**src/rtl/hams_merge_4way_if.sv**
```systemverilog
// Push/pop handshake bundle between hams_merge_sort_ctrl (master) and hams_merge_4way (slave).
// Each pair is {key, value}; key occupies the upper DATA_WIDTH/2 bits.
interface hams_merge_4way_if #(
   parameter int NUM_MEM    = 4,
   parameter int DATA_WIDTH = 32,
   parameter int RUN_WIDTH  = 11
);
   logic                               start;
   logic [RUN_WIDTH-1:0]               run_len;
   logic [NUM_MEM-1:0][DATA_WIDTH-1:0] unsort_data_in;
   logic [NUM_MEM-1:0]                 unsort_data_in_vld;
   logic                               fifo_pop;
   logic [DATA_WIDTH-1:0]              merge_sort_data;
   logic                               merge_sort_data_vld;
   logic                               fifo_full;
   logic                               fifo_empty;
   logic                               run_done;

   modport master (
      output start, run_len, unsort_data_in, unsort_data_in_vld, fifo_pop,
      input  merge_sort_data, merge_sort_data_vld, fifo_full, fifo_empty, run_done
   );

   modport slave (
      input  start, run_len, unsort_data_in, unsort_data_in_vld, fifo_pop,
      output merge_sort_data, merge_sort_data_vld, fifo_full, fifo_empty, run_done
   );
endinterface

```
**src/rtl/hams_merge_4way.sv**
```systemverilog
// Four-lane show-ahead merge: per-lane FIFOs, presents the minimum key among lanes with run left.
// Optional sticky error flag on dropped pushes / stray pops when HAMS_MERGE_ERR_EN is defined.
module hams_merge_4way #(
   parameter int NUM_MEM    = 4,
   parameter int DATA_WIDTH = 32,
   parameter int FIFO_DEPTH = 8,
   parameter int RUN_WIDTH  = 11
) (
   input  logic             clk,
   input  logic             rst,
`ifdef HAMS_MERGE_ERR_EN
   output logic             merge_err,
`endif
   hams_merge_4way_if.slave bus
);

   localparam int PTR_W = $clog2(FIFO_DEPTH);
   localparam int CNT_W = PTR_W + 1;
   localparam int KEY_W = DATA_WIDTH / 2;
   localparam int SEL_W = (NUM_MEM > 1) ? $clog2(NUM_MEM) : 1;

   localparam logic [1:0] ST_IDLE   = 2'd0;
   localparam logic [1:0] ST_MERGE  = 2'd1;
   localparam logic [1:0] ST_RELOAD = 2'd2;

   logic [1:0]                        state_q, state_d;
   logic [RUN_WIDTH-1:0]              run_len_q, run_len_d;
   logic [NUM_MEM-1:0][RUN_WIDTH-1:0] rem_q, rem_d;
   logic [NUM_MEM-1:0][CNT_W-1:0]     cnt_q, cnt_d;
   logic [NUM_MEM-1:0][PTR_W-1:0]     rd_ptr_q, rd_ptr_d;
   logic [NUM_MEM-1:0][PTR_W-1:0]     wr_ptr_q, wr_ptr_d;

   logic [DATA_WIDTH-1:0] head [NUM_MEM];
   logic [NUM_MEM-1:0]    active;
   logic [NUM_MEM-1:0]    ready;
   logic [NUM_MEM-1:0]    push_acc;
   logic [NUM_MEM-1:0]    near_full;
   logic [NUM_MEM-1:0]    pop_lane;
   logic                  vld;
   logic                  pop_ok;
   logic [SEL_W-1:0]      sel_idx;
   logic [DATA_WIDTH-1:0] sel_data;

   genvar gi;
   generate
      for (gi = 0; gi < NUM_MEM; gi++) begin : g_lane
         logic [DATA_WIDTH-1:0] lane_mem [FIFO_DEPTH];

         always_ff @(posedge clk) begin
            if (push_acc[gi]) begin
               lane_mem[wr_ptr_q[gi]] <= bus.unsort_data_in[gi];
            end
         end

         assign head[gi]      = lane_mem[rd_ptr_q[gi]];
         assign active[gi]    = (state_q == ST_MERGE) && (rem_q[gi] != '0);
         assign ready[gi]     = !active[gi] || (cnt_q[gi] != '0);
         assign near_full[gi] = (cnt_q[gi] >= CNT_W'(FIFO_DEPTH - 2));
         // A full lane still takes a push when the same lane is popped this cycle.
         assign push_acc[gi]  = bus.unsort_data_in_vld[gi] && !bus.start && (state_q != ST_IDLE) &&
                                ((cnt_q[gi] != CNT_W'(FIFO_DEPTH)) || pop_lane[gi]);
      end
   endgenerate

   // Strict less-than keeps the lowest lane index on equal keys.
   always_comb begin
      logic found;
      found    = 1'b0;
      sel_idx  = '0;
      sel_data = '0;
      for (int i = 0; i < NUM_MEM; i++) begin
         if (active[i] && (cnt_q[i] != '0) &&
             (!found || (head[i][DATA_WIDTH-1 -: KEY_W] < sel_data[DATA_WIDTH-1 -: KEY_W]))) begin
            found    = 1'b1;
            sel_idx  = SEL_W'(i);
            sel_data = head[i];
         end
      end
   end

   assign vld      = (state_q == ST_MERGE) && (|active) && (&ready);
   assign pop_ok   = bus.fifo_pop && vld && !bus.start;
   assign pop_lane = pop_ok ? (NUM_MEM'(1) << sel_idx) : '0;

   always_comb begin
      state_d   = state_q;
      run_len_d = run_len_q;
      rem_d     = rem_q;
      cnt_d     = cnt_q;
      rd_ptr_d  = rd_ptr_q;
      wr_ptr_d  = wr_ptr_q;
      for (int i = 0; i < NUM_MEM; i++) begin
         if (push_acc[i]) begin
            wr_ptr_d[i] = wr_ptr_q[i] + PTR_W'(1);
         end
         if (pop_lane[i]) begin
            rd_ptr_d[i] = rd_ptr_q[i] + PTR_W'(1);
            rem_d[i]    = rem_q[i] - RUN_WIDTH'(1);
         end
         cnt_d[i] = cnt_q[i] + CNT_W'(push_acc[i]) - CNT_W'(pop_lane[i]);
      end
      case (state_q)
         ST_IDLE:   state_d = ST_IDLE;
         ST_MERGE:  if (pop_ok && (rem_d == '0)) state_d = ST_RELOAD;
         // Queued FIFO data belongs to the next group, so only the run counters reload.
         ST_RELOAD: begin
            rem_d   = {NUM_MEM{run_len_q}};
            state_d = ST_MERGE;
         end
         default:   state_d = ST_IDLE;
      endcase
      if (bus.start) begin
         run_len_d = bus.run_len;
         cnt_d     = '0;
         rd_ptr_d  = '0;
         wr_ptr_d  = '0;
         rem_d     = {NUM_MEM{bus.run_len}};
         state_d   = (bus.run_len != '0) ? ST_MERGE : ST_IDLE;
      end
   end

   always_ff @(posedge clk) begin
      if (rst) begin
         state_q   <= ST_IDLE;
         run_len_q <= '0;
         rem_q     <= '0;
         cnt_q     <= '0;
         rd_ptr_q  <= '0;
         wr_ptr_q  <= '0;
      end else begin
         state_q   <= state_d;
         run_len_q <= run_len_d;
         rem_q     <= rem_d;
         cnt_q     <= cnt_d;
         rd_ptr_q  <= rd_ptr_d;
         wr_ptr_q  <= wr_ptr_d;
      end
   end

   assign bus.merge_sort_data     = sel_data;
   assign bus.merge_sort_data_vld = vld;
   assign bus.fifo_full           = |near_full;
   assign bus.fifo_empty          = (cnt_q == '0);
   assign bus.run_done            = (state_q == ST_RELOAD);

`ifdef HAMS_MERGE_ERR_EN
   logic merge_err_q, merge_err_d;

   always_comb begin
      merge_err_d = merge_err_q;
      if (bus.start) begin
         merge_err_d = 1'b0;
      end else if ((|(bus.unsort_data_in_vld & ~push_acc)) || (bus.fifo_pop && !vld)) begin
         merge_err_d = 1'b1;
      end
   end

   always_ff @(posedge clk) begin
      if (rst) merge_err_q <= 1'b0;
      else     merge_err_q <= merge_err_d;
   end

   assign merge_err = merge_err_q;
`endif

endmodule

```
**src/flat_wrapper.sv**
```systemverilog
// flat-port wrapper written by rule: the top's interface ports become plain ports
module hams_merge_4way_flat 
#(
   parameter int NUM_MEM    = 4,
   parameter int DATA_WIDTH = 32,
   parameter int FIFO_DEPTH = 8,
   parameter int RUN_WIDTH  = 11
)
  (clk, rst, bus_start, bus_run_len, bus_unsort_data_in, bus_unsort_data_in_vld, bus_fifo_pop, bus_merge_sort_data, bus_merge_sort_data_vld, bus_fifo_full, bus_fifo_empty, bus_run_done);
  hams_merge_4way_if #(.NUM_MEM(NUM_MEM), .DATA_WIDTH(DATA_WIDTH), .RUN_WIDTH(RUN_WIDTH)) bus_i ();
  input  logic clk;
  input  logic rst;
  input wire logic [$bits(bus_i.start)-1:0] bus_start;
  input wire logic [$bits(bus_i.run_len)-1:0] bus_run_len;
  input wire logic [$bits(bus_i.unsort_data_in)-1:0] bus_unsort_data_in;
  input wire logic [$bits(bus_i.unsort_data_in_vld)-1:0] bus_unsort_data_in_vld;
  input wire logic [$bits(bus_i.fifo_pop)-1:0] bus_fifo_pop;
  output wire logic [$bits(bus_i.merge_sort_data)-1:0] bus_merge_sort_data;
  output wire logic [$bits(bus_i.merge_sort_data_vld)-1:0] bus_merge_sort_data_vld;
  output wire logic [$bits(bus_i.fifo_full)-1:0] bus_fifo_full;
  output wire logic [$bits(bus_i.fifo_empty)-1:0] bus_fifo_empty;
  output wire logic [$bits(bus_i.run_done)-1:0] bus_run_done;
  assign bus_i.start = bus_start;
  assign bus_i.run_len = bus_run_len;
  assign bus_i.unsort_data_in = bus_unsort_data_in;
  assign bus_i.unsort_data_in_vld = bus_unsort_data_in_vld;
  assign bus_i.fifo_pop = bus_fifo_pop;
  assign bus_merge_sort_data = bus_i.merge_sort_data;
  assign bus_merge_sort_data_vld = bus_i.merge_sort_data_vld;
  assign bus_fifo_full = bus_i.fifo_full;
  assign bus_fifo_empty = bus_i.fifo_empty;
  assign bus_run_done = bus_i.run_done;
  hams_merge_4way #(.NUM_MEM(NUM_MEM), .DATA_WIDTH(DATA_WIDTH), .FIFO_DEPTH(FIFO_DEPTH), .RUN_WIDTH(RUN_WIDTH)) u_core (.clk(clk), .rst(rst), .bus(bus_i));
endmodule
```
**config.mk**
```make
export PLATFORM = sky130hd
export DESIGN_NAME = hams_merge_4way_flat
export DESIGN_NICKNAME = d
export VERILOG_FILES = /design/src/rtl/hams_merge_4way_if.sv /design/src/rtl/hams_merge_4way.sv /design/src/flat_wrapper.sv
export SDC_FILE = /design/constraint.sdc
export NUM_CORES = 1
export LEC_CHECK = 0
export ABC_AREA = 1
export CAP_MARGIN = 20
export CORE_MARGIN = 2
export CORE_UTILIZATION = 27
export CTS_CLUSTER_SIZE = 20
export DETAILED_ROUTE_END_ITERATION = 10
export SLEW_MARGIN = 10
export SYNTH_ARGS = -nofsm -noshare
export SYNTH_HDL_FRONTEND = slang
export SYNTH_SLANG_ARGS = --single-unit
```
**constraint.sdc**
```tcl
create_clock -name clk -period 10.1 [get_ports clk]
set_clock_uncertainty 0.05 [all_clocks]
set_input_delay 2.02 -clock clk [delete_from_list [all_inputs] [get_ports clk]]
set_output_delay 2.02 -clock clk [all_outputs]
set_load 0.05 [all_outputs]
```
======== Yosys cells after proc, flatten, opt, wreduce, memory -nomap -nowiden ========
Memory sizes are Yosys's and may differ from the RTL's. A register that Yosys moved wholly into a read port is not among the register bits.
Index checks and enable logic that the tools add are counted.
word-level totals
  output and inout bits ................... 36
  logic and storage cells ................. 157
  input port bits ......................... 147
  memory bits (writable) .................. 1024
  memories ................................ 4
  register bits ........................... 97
operators by class
  reduce and logical (&&, ||, !) cells .... 63
  magnitude comparators ................... 7
  muxes and demuxes ....................... 37
  shift operators ......................... 1
  eq/ne operators ......................... 7
  $add $sub $neg .......................... 20
memory list
  name                       words  bits a word  read ports  clocked after memory_dff  wr ports  line                   RTL
  u_core.g_lane[0].lane_mem  8      32           1           1                         1         hams_merge_4way.sv:47  logic [DATA_WIDTH-1:0] lane_mem [FIFO_DEPTH];
  u_core.g_lane[1].lane_mem  8      32           1           1                         1         hams_merge_4way.sv:47
  u_core.g_lane[2].lane_mem  8      32           1           1                         1         hams_merge_4way.sv:47
  u_core.g_lane[3].lane_mem  8      32           1           1                         1         hams_merge_4way.sv:47
operators by type and width
  operator               number
  $mux 32                4
  $mux 44                2
  $reduce_bool 11->1     5
  $lt 16x16->1           3
  $logic_not 44->1       1
  $mux 11                4
  $sub 11x1->11 const B  4
  $logic_and 1x1->1      28
  $add 3x1->3 const B    8
  $mux 3                 8
  $add 4x1->4            4
  $ge 4x3->1 const B     4
  $logic_not 16->1       1
  $ne 4x4->1 const B     4
  $reduce_bool 4->1      4
  $sub 4x1->4            4
  $mux 1                 13
  $logic_or 1x1->1       11
  $logic_not 1->1        8
  $mux 2                 4
  $reduce_or 4->1        2
  $mux 4                 1
  $pmux 2 s2             1
  $reduce_and 4->1       1
  other kinds (6)        6

======== Depth between registers and ports, before layout ========
  depth in word-level cells ............... 24
  depth in mapped cells ................... 63
  mapped depth without buffers ............ 59

======== Worst setup path after synthesis ========
No wires, ideal clock.
  kind .................................... reg2out
  start ................................... reg (tool-made name)
  end ..................................... out bus_merge_sort_data[0]
  required time ........................... 8.030 ns
  setup slack ............................. 0.844 ns
  cell stages (with the launch flop) ...... 44
  buffers on the path ..................... 9
  arrival ................................. 7.186 ns
  cell sequence ........................... dfxtp_1 -> buf_2 -> clkbuf_1 -> buf_1 -> a21oi_1 -> a32o_1 -> nand2_1 -> o211ai_1 -> ha_1 -> nand2_1 -> inv_1 -> nand3_1 -> a31oi_1 -> a2111oi_0 -> nand2_1 -> nand2_2 -> nand2_1 -> buf_6 -> [8 not listed] -> a2111oi_0 -> nand2_1 -> nand2_2 -> nand2_4 -> clkbuf_1 -> nand2_1 -> o21ai_0 -> ha_1 -> a21oi_1 -> nor2_1 -> a2111oi_0 -> nand2_1 -> nand2_4 -> nand2_2 -> buf_6 -> buf_2 -> clkbuf_1 -> o21ai_0
RTL lines
  element    line                RTL
  to (decl)  flat_wrapper.sv:18  output wire logic [$bits(bus_i.merge_sort_data)-1:0] bus_merge_sort_data;

======== Final worst setup path ========
  start ................................... reg u_core.rem_q[0] (netlist name)
  end ..................................... out bus_merge_sort_data[26]
between the ends
  cells in the longest elaborated chain, start to end .. 16
ends and longest elaborated chain
  element                                          line                    RTL
  from (decl)                                      hams_merge_4way.sv:28   logic [NUM_MEM-1:0][RUN_WIDTH-1:0] rem_q, rem_d;
  from (signal assigned)                           hams_merge_4way.sv:133  rem_q <= rem_d;
  $reduce_bool 11->1 *                             hams_merge_4way.sv:56   assign active[gi] = (state_q == ST_MERGE) && (rem_q[gi] != '0);
  $logic_and 1x1->1 *                              hams_merge_4way.sv:56
  $logic_and 1x1->1 *                              hams_merge_4way.sv:72   if (active[i] && (cnt_q[i] != '0) &&
  $mux 32 or $mux 1 (tied branches)                hams_merge_4way.sv:72
  $lt 16x16->1 or $logic_not 1->1 (tied branches)  hams_merge_4way.sv:73   (!found || (head[i][DATA_WIDTH-1 -: KEY_W] < sel_data[DATA_WIDTH-1 -: KEY_W]))) begin
  $logic_or 1x1->1                                 hams_merge_4way.sv:73
  $logic_and 1x1->1                                hams_merge_4way.sv:72
  $mux 32 or $mux 1 (tied branches)                hams_merge_4way.sv:72
  $lt 16x16->1 or $logic_not 1->1 (tied branches)  hams_merge_4way.sv:73
  $logic_or 1x1->1                                 hams_merge_4way.sv:73
  $logic_and 1x1->1                                hams_merge_4way.sv:72
  $mux 32 or $mux 1 (tied branches)                hams_merge_4way.sv:72
  $lt 16x16->1 or $logic_not 1->1 (tied branches)  hams_merge_4way.sv:73
  $logic_or 1x1->1                                 hams_merge_4way.sv:73
  $logic_and 1x1->1                                hams_merge_4way.sv:72
  $mux 32 *                                        hams_merge_4way.sv:72
Every way passes the cells marked *; elsewhere a longest branch is shown, timed or not.

==> reports/metrics.csv <==
metric,value,unit
fin_util,32.3,%
layout.nets,4442,
layout-drive-gt1-share,9.15,%
dp_hpwl,87700,um
synthArstFlopShare,0,%
wl,134000,um
cp_common_cell,nand2_4,
grt.total_usage,14.6,%
final_common_cell,edfxtp_1,
slew_viol_final,0,
first_pass_iters,6,
cts_tree,yes,
startpoint_type,flop,
path_max_fanout,18,
tns,0,ns
p_leak,19.1,nW
maxCapViolations,0,
arrival,7.57,ns
crit_type,flop to output port,
clkSinkCount,1133,
syn_area,47300,um^2
via_per_inst,4.79,
critPathMaxStageDelay,0.43,ns
grt_pass1_vias,30866,
ys_ff_latch,1133,
synth_ff_type,edfxtp_1,
routabilityCongestion,0.918,
power_density,170,nW/um^2
dieWidth,422,um
row_count,153,
root_buffer,clkbuf_16,
cts_made_buffers,109,
drcViolationCount,0,
max-vdd-ir-drop,125,uV
numPortBuffers,182,
mostFrequentLayoutCells,"edfxtp_1, nor2_1, o21ai_0, nand2_1, a21oi_1",
yosysUniqueCellTypes,49,
synth.net_count,4264,
max_clock_freq,0.104,GHz
critPathSlowestCell,ha_1,
grt.overflow.total,0,
finalCriticalPeriod,9.64,ns
finalSetupViolCount,0,
wl_per_cell,20.2,um
hold_viol_final,0,
ys_seq_area_share,69.7,%
syn_area_per_cell,11.7,um^2
area_growth,18.9,%
fin_crit_sh,95.4,%
ys_warn_count,0,
grt_pass1_wl,198000,um
clock_latency,0.73,ns
fillers,17370,
clk_pin_slew,0.06,ns
netlist_instances,4029,
initial_core_util,27.2,%
synth-edff-count,1024,
die_h,422,um
slew_headroom,22.2,%
drtIter0Drc,2715,
grt_max_degree,97,
min_path_type,flop to flop,
critPathRequiredTime,8.03,ns
hold_buffers,0,
status,"finished, final reports clean",
max_slew.worst_pin.slew,1.16,ns
ios,183,
vias,31820,
fp.coreArea,174000,um^2
die-area,178000,um^2
worst_setup_path_end_kind,output port,
antenna_found_initial,55,
htree_num_levels,3,
cts.path.max_buffers,3,
ant_nets,0,
rsz0062_at_grt,no,
## worst max-delay path: cells and delay by family, from the launching register on
| family | cells | cell delay (ns) |
|---|---|---|
| compound gates | 10 | 2.22 |
| fa+ha+maj | 4 | 1.23 |
| buf+inv | 7 | 0.95 |
| flops | 1 | 0.37 |
| simple gates | 19 | 2.03 |
## metal layers
| layer | track usage [%] | up-vias | routed length (um) |
|---|---|---|---|
| met4 | 8.77 | 32 | 7140 |
| li1 | - | 14979 | - |
| met1 | 17.1 | 15584 | 52500 |
| met5 | 0 | - | 214 |
| met3 | 2.69 | 318 | 7720 |
| met2 | 24.9 | 907 | 66800 |
## stage by stage
stage	setup slack [ns]	instance area [um^2]	total power, W	hold slack, ns	instances
global placement	0.0746	52500	0.00566	0.378	6405
CTS	0.0403	56000	0.00962	0.398	6614
finish	0.460	56200	0.00956	0.396	6642
global route	0.00532	56200	0.00983	0.415	6638
floorplan	0.844	47300	0.00545	0.362	4029
detailed placement	0.197	52500	0.00567	0.381	6409
## Yosys cell counts, types with 13 or more instances
master,count,area (um^2)
ha_1,84,1050
nand2_1,535,2010
o211ai_1,47,353
a31oi_1,50,313
xnor2_1,13,114
inv_1,150,563
inv_2,14,52.6
nand3_1,70,350
xor2_1,19,166
edfxtp_1,1024,30700
a21oi_1,151,756
a22oi_1,14,105
o22ai_1,101,632
o21ai_0,560,2800
clkbuf_1,198,743
dfxtp_1,109,2180
nor3_1,16,80.1
a32o_1,33,330
nand4_1,25,156
nor2_1,649,2440
o221ai_1,49,429
buf_1,21,78.8
a32oi_1,17,149
## cell families (layout without fill, tap and decap cells)
kind of cell             count (synthesis)  after routing  share of synthesized area, %
adder cells (fa/ha/maj)                 88             88                          2.39
buffers and inverters                  404            670                          3.33
flip-flops                            1133           1133                          69.7
AO/OA/AOI/OAI                         1043           1043                          12.7
other                                    0             20                             0
XOR/XNOR                                32             32                         0.593
AND/OR/NAND/NOR                       1329           1331                          11.3
## power breakdown
group	internal, W	total [W]	switching, W	leakage [nW]
registers	0.00513	0.00514	0.0000129	10.1
logic	0.000162	0.000438	0.000276	7.35
clock network	0.00220	0.00398	0.00178	1.66
## layout make-up
class	instances	area, um^2	share of cell area (%)
flip-flops and latches	1133	33000	58.6
multi-input cells	2494	13100	23.3
repair buffers	297	3070	5.47
well taps	2325	2910	5.17
clock buffers	138	2880	5.12
inverters	172	664	1.18
clock inverters	63	584	1.04
diodes	20	50.0	0.0890
## repair_timing
item,4_1_cts,5_1_grt
gates resized for setup,29,22
pin swaps,2,6
endpoints found under the setup margin,32,32
cloned,0,2
buffers inserted,4,6
## sequential cells by signal, indices dropped and copies added (netlist names), named ones only
register / count
u_core.g_lane.lane_mem: 1024
u_core.rd_ptr_q: 12
u_core.cnt_q: 16
u_core.run_len_q: 11
u_core.wr_ptr_q: 12
u_core.state_q: 2
u_core.rem_q: 44
## path summary, 6_finish.rpt
path	startpoint	endpoint	slack (ns)	depth (start not counted)
setup / recovery	u_core.rem_q[0]	bus_merge_sort_data[26]	0.46	40
hold / removal	u_core.rd_ptr_q[8]	u_core.rd_ptr_q[8]	0.40	1
setup reg to reg	u_core.rem_q[0]	u_core.g_lane[2].lane_mem[1][7]	1.33	49
hold reg to reg	u_core.rd_ptr_q[8]	u_core.rd_ptr_q[8]	0.40	1
Note: power is estimated with default switching activity, not from simulation.
